File: src/rtl/i2c_master.sv
// i2c_master -- single-target I2C master for 16-bit register reads/writes.
//
// A transaction writes a 16-bit register address and then either writes
// 16 bits of data or does a repeated START and reads 16 bits back. Timing
// is derived from one 10-bit phase counter. Each bit slot is an SCL-low half
// followed by an SCL-high half. SDA is driven at the middle of the low half,
// and SDA is sampled at the middle of the high half.
//
// Optional feature macro: I2C_MASTER_STRETCH_EN adds the iSCL input. While
// SCL is released and the bus is held low, the phase counter freezes, so a
// target can stretch the clock.
//
// Parameters:
//   HALF_PERIOD  CLK cycles per SCL half-period (4..1023)
//   DEV_ID       7-bit target address
// Ports:
//   CLK, Reset   clock, synchronous active-high reset
//   Start        one-cycle request, accepted only while Busy=0
//   RnW          1=read, 0=write (sampled with Start)
//   RegAddr      16-bit register address (sampled with Start)
//   WrData       16-bit write data (sampled with Start)
//   iSDA         sampled SDA line level
//   iSCL         sampled SCL line level (I2C_MASTER_STRETCH_EN only)
//   oSDA         open-drain SDA drive (0=pull low, 1=release)
//   SCL          generated serial clock
//   RdData       read result, valid from Done until the next accepted Start
//   Busy         transaction in progress (includes the Done cycle)
//   Done         one-cycle end-of-transaction pulse
//   AckErr       target NACKed; held until the next accepted Start
module i2c_master #(
    parameter int         HALF_PERIOD = 125,
    parameter logic [6:0] DEV_ID      = 7'h05
) (
    input  logic        CLK,
    input  logic        Reset,
    input  logic        Start,
    input  logic        RnW,
    input  logic [15:0] RegAddr,
    input  logic [15:0] WrData,
    input  logic        iSDA,
`ifdef I2C_MASTER_STRETCH_EN
    input  logic        iSCL,
`endif
    output logic        oSDA,
    output logic        SCL,
    output logic [15:0] RdData,
    output logic        Busy,
    output logic        Done,
    output logic        AckErr
);

    localparam logic [3:0] S_IDLE   = 4'd0;
    localparam logic [3:0] S_START  = 4'd1;
    localparam logic [3:0] S_ADDR   = 4'd2;
    localparam logic [3:0] S_ACK    = 4'd3;
    localparam logic [3:0] S_REG_HI = 4'd4;
    localparam logic [3:0] S_REG_LO = 4'd5;
    localparam logic [3:0] S_WR_HI  = 4'd6;
    localparam logic [3:0] S_WR_LO  = 4'd7;
    localparam logic [3:0] S_RSTART = 4'd8;
    localparam logic [3:0] S_ADDR_R = 4'd9;
    localparam logic [3:0] S_RD_HI  = 4'd10;
    localparam logic [3:0] S_MACK   = 4'd11;
    localparam logic [3:0] S_RD_LO  = 4'd12;
    localparam logic [3:0] S_MNACK  = 4'd13;
    localparam logic [3:0] S_STOP   = 4'd14;

    // The last count of a half-period, and the count whose following edge
    // lands exactly HALF_PERIOD/2 cycles into the half.
    localparam logic [9:0] HP_LAST = 10'(HALF_PERIOD - 1);
    localparam logic [9:0] MID     = 10'(HALF_PERIOD / 2 - 1);

    logic [3:0]  state_q, state_d;
    logic [3:0]  prev_q, prev_d;     // byte state that preceded the current ACK
    logic [9:0]  cnt_q, cnt_d;
    logic [2:0]  bit_q, bit_d;
    logic [7:0]  sh_q, sh_d;         // transmit shift register, MSB goes out first
    logic [15:0] rx_q, rx_d;         // both read bytes, high byte shifted in first
    logic        rnw_q, rnw_d;
    logic [15:0] reg_q, reg_d;
    logic [15:0] wr_q, wr_d;
    logic        scl_q, scl_d;
    logic        sda_q, sda_d;
    logic        nack_q, nack_d;
    logic        done_q, done_d;
    logic        ackerr_q, ackerr_d;
    logic [15:0] rdata_q, rdata_d;

    logic busy;
    logic stall;
    logic cnt_end;
    logic cnt_mid;
    logic slot_end;
    logic tx_bit;

    assign busy    = (state_q != S_IDLE) || done_q;
    assign cnt_end = (cnt_q == HP_LAST);
    assign cnt_mid = (cnt_q == MID);

`ifdef I2C_MASTER_STRETCH_EN
    // Stretching only matters while SCL is released by this master.
    assign stall = scl_q && !iSCL && (state_q != S_IDLE);
`else
    assign stall = 1'b0;
`endif

    // Level that the current bit slot puts on SDA during its low half.
    always_comb begin
        tx_bit = sh_q[7];
        case (state_q)
            S_ACK, S_RD_HI, S_RD_LO, S_MNACK: tx_bit = 1'b1;
            S_MACK:                           tx_bit = 1'b0;
            default:                          tx_bit = sh_q[7];
        endcase
    end

    always_comb begin
        state_d  = state_q;
        prev_d   = prev_q;
        cnt_d    = cnt_q;
        bit_d    = bit_q;
        sh_d     = sh_q;
        rx_d     = rx_q;
        rnw_d    = rnw_q;
        reg_d    = reg_q;
        wr_d     = wr_q;
        scl_d    = scl_q;
        sda_d    = sda_q;
        nack_d   = nack_q;
        done_d   = 1'b0;
        ackerr_d = ackerr_q;
        rdata_d  = rdata_q;
        slot_end = 1'b0;

        case (state_q)
            S_IDLE: begin
                // During the Done cycle busy is still high, so a Start is dropped.
                if (Start && !busy) begin
                    rnw_d    = RnW;
                    reg_d    = RegAddr;
                    wr_d     = WrData;
                    ackerr_d = 1'b0;
                    sda_d    = 1'b0;          // START: SDA falls while SCL is high
                    cnt_d    = '0;
                    state_d  = S_START;
                end
            end

            S_START: begin
                if (!stall) begin
                    if (cnt_end) begin
                        cnt_d   = '0;
                        scl_d   = 1'b0;
                        sh_d    = {DEV_ID, 1'b0};
                        bit_d   = 3'd7;
                        state_d = S_ADDR;
                    end else begin
                        cnt_d = cnt_q + 10'd1;
                    end
                end
            end

            // Low half releases SDA. The first high half keeps SDA released,
            // and the second high half has SDA low. The level of sda_q tells
            // the two high halves apart.
            S_RSTART: begin
                if (!stall) begin
                    if (!cnt_end) begin
                        cnt_d = cnt_q + 10'd1;
                        if (!scl_q && cnt_mid) sda_d = 1'b1;
                    end else begin
                        cnt_d = '0;
                        if (!scl_q) begin
                            scl_d = 1'b1;
                        end else if (sda_q) begin
                            sda_d = 1'b0;
                        end else begin
                            scl_d   = 1'b0;
                            sh_d    = {DEV_ID, 1'b1};
                            bit_d   = 3'd7;
                            state_d = S_ADDR_R;
                        end
                    end
                end
            end

            S_STOP: begin
                if (!stall) begin
                    if (!cnt_end) begin
                        cnt_d = cnt_q + 10'd1;
                        if (!scl_q && cnt_mid) sda_d = 1'b0;
                    end else begin
                        cnt_d = '0;
                        if (!scl_q) begin
                            scl_d = 1'b1;
                        end else begin
                            sda_d   = 1'b1;
                            done_d  = 1'b1;
                            state_d = S_IDLE;
                        end
                    end
                end
            end

            // All byte, ACK and master-ACK states share the same slot timing.
            default: begin
                if (!stall) begin
                    if (!scl_q && cnt_mid) sda_d = tx_bit;
                    if (scl_q && cnt_mid) begin
                        case (state_q)
                            S_ACK:            nack_d = iSDA;
                            S_RD_HI, S_RD_LO: rx_d   = {rx_q[14:0], iSDA};
                            default:          ;
                        endcase
                    end
                    if (!cnt_end) begin
                        cnt_d = cnt_q + 10'd1;
                    end else begin
                        cnt_d    = '0;
                        scl_d    = !scl_q;
                        slot_end = scl_q;
                    end
                end
            end
        endcase

        if (slot_end) begin
            case (state_q)
                S_ADDR, S_REG_HI, S_REG_LO, S_WR_HI, S_WR_LO, S_ADDR_R: begin
                    if (bit_q != 3'd0) begin
                        bit_d = bit_q - 3'd1;
                        sh_d  = {sh_q[6:0], 1'b0};
                    end else begin
                        prev_d  = state_q;
                        state_d = S_ACK;
                    end
                end
                S_RD_HI: begin
                    if (bit_q != 3'd0) bit_d = bit_q - 3'd1;
                    else               state_d = S_MACK;
                end
                S_RD_LO: begin
                    if (bit_q != 3'd0) bit_d = bit_q - 3'd1;
                    else               state_d = S_MNACK;
                end
                S_MACK: begin
                    bit_d   = 3'd7;
                    state_d = S_RD_LO;
                end
                S_MNACK: begin
                    rdata_d = rx_q;
                    state_d = S_STOP;
                end
                S_ACK: begin
                    if (nack_q) begin
                        ackerr_d = 1'b1;
                        state_d  = S_STOP;
                    end else begin
                        bit_d = 3'd7;
                        case (prev_q)
                            S_ADDR: begin
                                sh_d    = reg_q[15:8];
                                state_d = S_REG_HI;
                            end
                            S_REG_HI: begin
                                sh_d    = reg_q[7:0];
                                state_d = S_REG_LO;
                            end
                            S_REG_LO: begin
                                sh_d    = wr_q[15:8];
                                state_d = rnw_q ? S_RSTART : S_WR_HI;
                            end
                            S_WR_HI: begin
                                sh_d    = wr_q[7:0];
                                state_d = S_WR_LO;
                            end
                            S_ADDR_R: state_d = S_RD_HI;
                            default:  state_d = S_STOP;
                        endcase
                    end
                end
                default: state_d = S_IDLE;
            endcase
        end
    end

    always_ff @(posedge CLK) begin
        if (Reset) begin
            state_q  <= S_IDLE;
            prev_q   <= S_IDLE;
            cnt_q    <= '0;
            bit_q    <= '0;
            sh_q     <= '0;
            rx_q     <= '0;
            rnw_q    <= 1'b0;
            reg_q    <= '0;
            wr_q     <= '0;
            scl_q    <= 1'b1;
            sda_q    <= 1'b1;
            nack_q   <= 1'b0;
            done_q   <= 1'b0;
            ackerr_q <= 1'b0;
            rdata_q  <= '0;
        end else begin
            state_q  <= state_d;
            prev_q   <= prev_d;
            cnt_q    <= cnt_d;
            bit_q    <= bit_d;
            sh_q     <= sh_d;
            rx_q     <= rx_d;
            rnw_q    <= rnw_d;
            reg_q    <= reg_d;
            wr_q     <= wr_d;
            scl_q    <= scl_d;
            sda_q    <= sda_d;
            nack_q   <= nack_d;
            done_q   <= done_d;
            ackerr_q <= ackerr_d;
            rdata_q  <= rdata_d;
        end
    end

    assign SCL    = scl_q;
    assign oSDA   = sda_q;
    assign RdData = rdata_q;
    assign Busy   = busy;
    assign Done   = done_q;
    assign AckErr = ackerr_q;

endmodule

File: config.mk
export PLATFORM = sky130hd
export DESIGN_NAME = i2c_master
export DESIGN_NICKNAME = d
export VERILOG_FILES = /design/src/rtl/i2c_master.sv
export SDC_FILE = /design/constraint.sdc
export NUM_CORES = 1
export LEC_CHECK = 0
export CORE_ASPECT_RATIO = 1.1
export CORE_MARGIN = 2
export CORE_UTILIZATION = 51
export DETAILED_ROUTE_END_ITERATION = 6
export PLACE_DENSITY = 0.8
export SLEW_MARGIN = 25
export SYNTH_ARGS = -nofsm -noshare
export SYNTH_HDL_FRONTEND = slang
export SYNTH_SLANG_ARGS = --single-unit
File: constraint.sdc
create_clock -name CLK -period 2.4 [get_ports CLK]
set_input_delay 0.48 -clock CLK [delete_from_list [all_inputs] [get_ports CLK]]
set_output_delay 0.48 -clock CLK [all_outputs]
set_load 0.1 [all_outputs]
Yosys cells after proc, flatten, opt, wreduce, memory -nomap -nowiden
Cells that the tools add are included.

Bitwise gates (word level): 6. Reduce and logical (&&, ||, !) cells: 23. Equality and inequality tests: 26. Add/sub/neg operators: 2. Multiplexer cells: 63.

Operator list (number): 2-to-1 mux 8 bit (7); 2-to-1 mux 4 bit (13); == test 4 bit (second input constant) (8); case mux 8 bit (2 select lines) (2); case mux 8 bit (4 select lines) (1); 2-to-1 mux 10 bit (3); == test 4 x 3 -> 1 bit (second input constant) (7); case mux 4 bit (6 select lines) (1); 2-to-1 mux 1 bit (22); 2-to-1 mux 3 bit (7); case mux 4 bit (5 select lines) (1); case mux 4 bit (4 select lines) (1); == test 4 x 2 -> 1 bit (second input constant) (3); != test 3 bit (second input constant) (4); adder 10 x 1 -> 10 bit (second input constant) (1); == test 10 x 6 -> 1 bit (second input constant) (1); == test 10 x 7 -> 1 bit (second input constant) (1); case mux 3 bit (3 select lines) (1); AND reduction 3 bit (3); case mux 1 bit (4 select lines) (2); nonzero test 4 bit (2); OR reduction 4 bit (2); OR reduction 8 bit (1); AND reduction 7 bit (1); other kinds (15) (25).

Output and inout port bits: 21. Logic and storage cells: 135. Register bits: 99. Input port bits: 37.

Longest topological paths before layout
Depth in word-level cells: 9. Depth in mapped cells: 10. Mapped depth without buffers: 8.

Least setup slack after synthesis
OpenSTA, ideal clock, no wires.

Path kind: reg2reg. From: register scl_q (netlist: SCL). To: register rdata_q[10] (netlist: RdData[10]). Path slack: -0.349 ns. Clock period less this slack: 2.749 ns. Required time: 2.272 ns. Arrival time: 2.621 ns. Setup time: 0.128 ns. Cell stages (with the launch flop): 9. Buffers on the path: 2. Cell sequence: dfxtp_1 nand3_1 or3_4 or2_4 nor3b_1 buf_4 buf_6 mux2i_1 nor2_1.

Longest elaborated chain between the ends: 3.

RTL lines: from (decl) (line 82) `logic scl_q, scl_d;`; from (signal assigned) (line 314) `scl_q <= scl_d;`; 2-to-1 mux 1 bit (line 216) `if (!cnt_end) begin`; 2-to-1 mux 1 bit (line 135) `case (state_q)`; AND reduction 2 bit (no source line); to (signal assigned) (line 319) `rdata_q <= rdata_d;`; to (decl) (line 87) `logic [15:0] rdata_q, rdata_d;`.

No other way between the ends. A chain may end at the register's enable or synchronous reset.

Final worst setup path
From: register cnt_q[0]. To: register rdata_q[6] (netlist: RdData[6]).

Longest elaborated chain between the ends: 4.

RTL lines: from (decl) (line 75) `logic [9:0] cnt_q, cnt_d;`; from (signal assigned) (line 307) `cnt_q <= cnt_d;`; == test 10 x 7 -> 1 bit (line 97) `assign cnt_end = (cnt_q == HP_LAST);`; 2-to-1 mux 1 bit (line 216); 2-to-1 mux 1 bit (line 135); AND reduction 2 bit (no source line).

No other way between the ends.

==> impl_metrics.py <==
metrics = {
    "outcome": {
        "outcome": "finished clean",
    },
    "global_routing": {
        "antenna_found_initial": 0,
        "grt_pass1_wl_um": 19900,
        "grt_max_degree": 50,
        "first_global_vias": 4219,
        "grt_usage_pct": 23.2,
        "grt-ovfl-total": 0,
    },
    "timing": {
        "setup_tns_ns": 0,
        "fmax_ghz": 0.434,
        "rsz0062_at_grt": "no",
        "finalCriticalPeriod_ns": 2.30,
        "finalCritPeriodShare_pct": 96.0,
        "drv_slew": 0,
        "maxSlewHeadroom_pct": 57.6,
        "finalHoldViolCount": 0,
        "worst_clock_skew_ns": 0.00964,
        "worst_pin_slew_ns": 0.621,
        "finalSetupViolations": 0,
    },
    "clock_tree": {
        "clockBufferDepth": 2,
        "htree_num_levels": 3,
        "clock_sinks": 99,
        "cts_root_buffer": "clkbuf_8",
        "tritoncts": "done",
        "clock_latency_ns": 0.37,
        "cts_inserted_buffers": 9,
        "hold_buffers": 0,
        "path_clk_slew_ns": 0.09,
    },
    "synth": {
        "synth_top_area_cell": "dfxtp_1",
        "synth.ff_latch_count": 99,
        "yosysMostFrequentCell": "dfxtp_1",
        "postSynthAreaPerCell_um2": 8.01,
        "ys_types": 63,
        "yosysSeqAreaShare_pct": 40.1,
        "yosys_warnings": 0,
        "synth_edf_count": 0,
        "synthesis.nets": 660,
        "ys.flop_type": "dfxtp_1",
        "async_flop_share_pct": 0,
        "syn_inst": 618,
        "netlist_area_um2": 4950,
        "synth_top_area_share_pct": 40.1,
        "synth_area_leaders": "dfxtp_1 40%, mux2i_1 7.5%, nand2_1 6.7%",
        "synth_commonest_cells": "99 x dfxtp_1, 88 x nand2_1, 76 x nor2_1",
    },
    "detailed_routing": {
        "antenna_left": 0,
        "vias": 4622,
        "remaining_drc_errors": 0,
        "avgRoutedWirePerCell_um": 15.6,
        "drt_iter0_drc": 466,
        "vias_per_cell": 5.86,
        "drt_wl_total_um": 12300,
        "drtPass1Iterations": 6,
    },
    "floorplan": {
        "rows": 37,
        "io-pin-count": 58,
        "core_um2": 9400,
        "dieHeight_um": 107,
        "dieArea_um2": 10500,
        "die_x_um": 97.9,
        "start_util_pct": 52.7,
    },
    "power": {
        "powerDensity_nw_per_um2": 558,
        "p_leak_nw": 2.20,
        "pwr-share-comb_pct": 15.7,
        "clockPowerShare_pct": 30.7,
        "seqPwrFrac_pct": 53.7,
        "switching_share_pct": 28.9,
        "switching_power_w": 0.000942,
        "internal-power_w": 0.00232,
        "peakVddDrop_uv": 376,
    },
    "hold_path": {
        "hold_class": "register to register",
        "hold_start": "wr_q[11]$_SDFFE_PP0P_",
    },
    "setup_path": {
        "crit_arrival_ns": 2.55,
        "crit_fanout": 16,
        "crit_type": "register to register",
        "startpoint": "cnt_q[0]$_SDFFE_PP0N_",
        "end_kind": "register",
        "r2r-start": "cnt_q[0]$_SDFFE_PP0N_",
        "required_ns": 2.65,
        "crit_path_start_kind": "register",
    },
    "cells_and_area": {
        "drive_gt1_share_pct": 13.7,
        "finalInstanceArea_um2": 5850,
        "diodes": 0,
        "nets": 710,
        "areaGrowthSynthToFinish_pct": 18.3,
    },
    "placed_design": {
        "dp_hpwl_um": 8860,
        "place_area_um2": 5640,
        "port-buffer-count": 57,
        "gp_congestion": 0.915,
    },
    "flow_run": {
        "drv_cap": 0,
    },
}
==> placed cells by master (no fill, tap or decap), types with 4 or more instances in the layout <==
cell type	n
nor2b_1	11
o22ai_1	8
a21oi_1	65
buf_4	49
nand2_1	88
inv_1	10
a31oi_1	4
dfxtp_1	96
o21bai_1	5
o21ai_0	23
nor3b_1	4
nand3_1	8
nand2b_1	8
o211ai_1	4
a211oi_1	8
or2_2	4
a22oi_1	22
nor3_1	13
clkbuf_8	10
ha_1	4
mux2i_1	37
clkdlybuf4s50_1	35
nand3b_1	4
o2bb2ai_1	4
nor2_1	76
==> power groups by stage <==
stage          registers [W]  logic [W]  clock network, W
5_1_grt              0.00176   0.000567           0.00109
3_3_place_gp         0.00178   0.000490                 0
2_1_floorplan        0.00179   0.000331                 0
4_1_cts              0.00175   0.000505           0.00102
3_5_place_dp         0.00179   0.000504                 0
6_report             0.00175   0.000512           0.00100
==> critical path: stages, from the launching register on <==
cell,delay [ns]
dfxtp_4,0.37
inv_2,0.06
ha_2,0.18
nand4bb_4,0.10
or3_4,0.40
or2_4,0.27
nor3b_2,0.28
buf_12,0.21
mux2i_1,0.22
nor2_1,0.05
==> metal layers <==
layer,wire length (µm),up-vias,global-route usage [%]
met2,6050,164,38.2
met4,186,0,8.43
met1,5300,2158,31.2
met5,0,-,0
met3,756,14,3.38
li1,-,2286,-
==> kinds of logic (layout without fill, tap and decap cells) <==
family / after synthesis / in the layout / synth area share (%)
xor gates and xnor gates: 2 / 2 / 0.354
adders and majority gates: 5 / 5 / 1.26
muxes: 38 / 38 / 7.71
buffers and inverters: 60 / 114 / 5.28
DFF: 99 / 99 / 40.1
AOI/OAI and AO/OA: 171 / 171 / 22.1
and+or+nand+nor: 243 / 243 / 23.3
==> cell type report <==
class,instances,area [µm²]
Clock inverter,4,36.3
Clock buffer,11,141
Timing Repair Buffer,87,763
Tap cell,117,146
Fill cell,821,3540
Sequential cell,99,1990
Multi-Input combinational cell,459,2730
Inverter,12,45.0
==> flip-flops by register name (all words and copies together), names as in the netlist, 3 cells and up <==
| signal | count |
|---|---|
| RdData | 16 |
| bit_q | 3 |
| cnt_q | 10 |
| prev_q | 4 |
| reg_q | 16 |
| rx_q | 16 |
| sh_q | 8 |
| state_q | 4 |
| wr_q | 16 |
==> what timing repair did <==
| action | 4_1_cts | 5_1_grt |
|---|---|---|
| resized for setup | 0 | 10 |
| setup endpoints to repair | 0 | 44 |
| setup buffers | 0 | 1 |
==> per-stage QoR <==
step,power [W],instances,utilization [%],worst slack [ns],hold WS (ns)
floorplan,0.00212,618,-,0.0178,0.433
global placement,0.00227,773,60.0,0.116,0.444
detailed placement,0.00229,773,60.0,0.0247,0.448
CTS,0.00327,788,61.9,0.00151,0.461
global route,0.00342,789,62.3,0.0147,0.481
finish,0.00326,789,62.3,0.0950,0.462
==> worst paths after layout <==
check	slack, ns	endpoint	depth (start not counted)
hold reg to reg	0.46	wr_q[11]$_SDFFE_PP0P_	2
setup reg to reg	0.1	RdData[6]$_SDFFE_PP0P_	9
setup / recovery	0.1	RdData[6]$_SDFFE_PP0P_	9
hold / removal	0.46	wr_q[11]$_SDFFE_PP0P_	2
No activity file was read; power rests on OpenSTA's default activity.
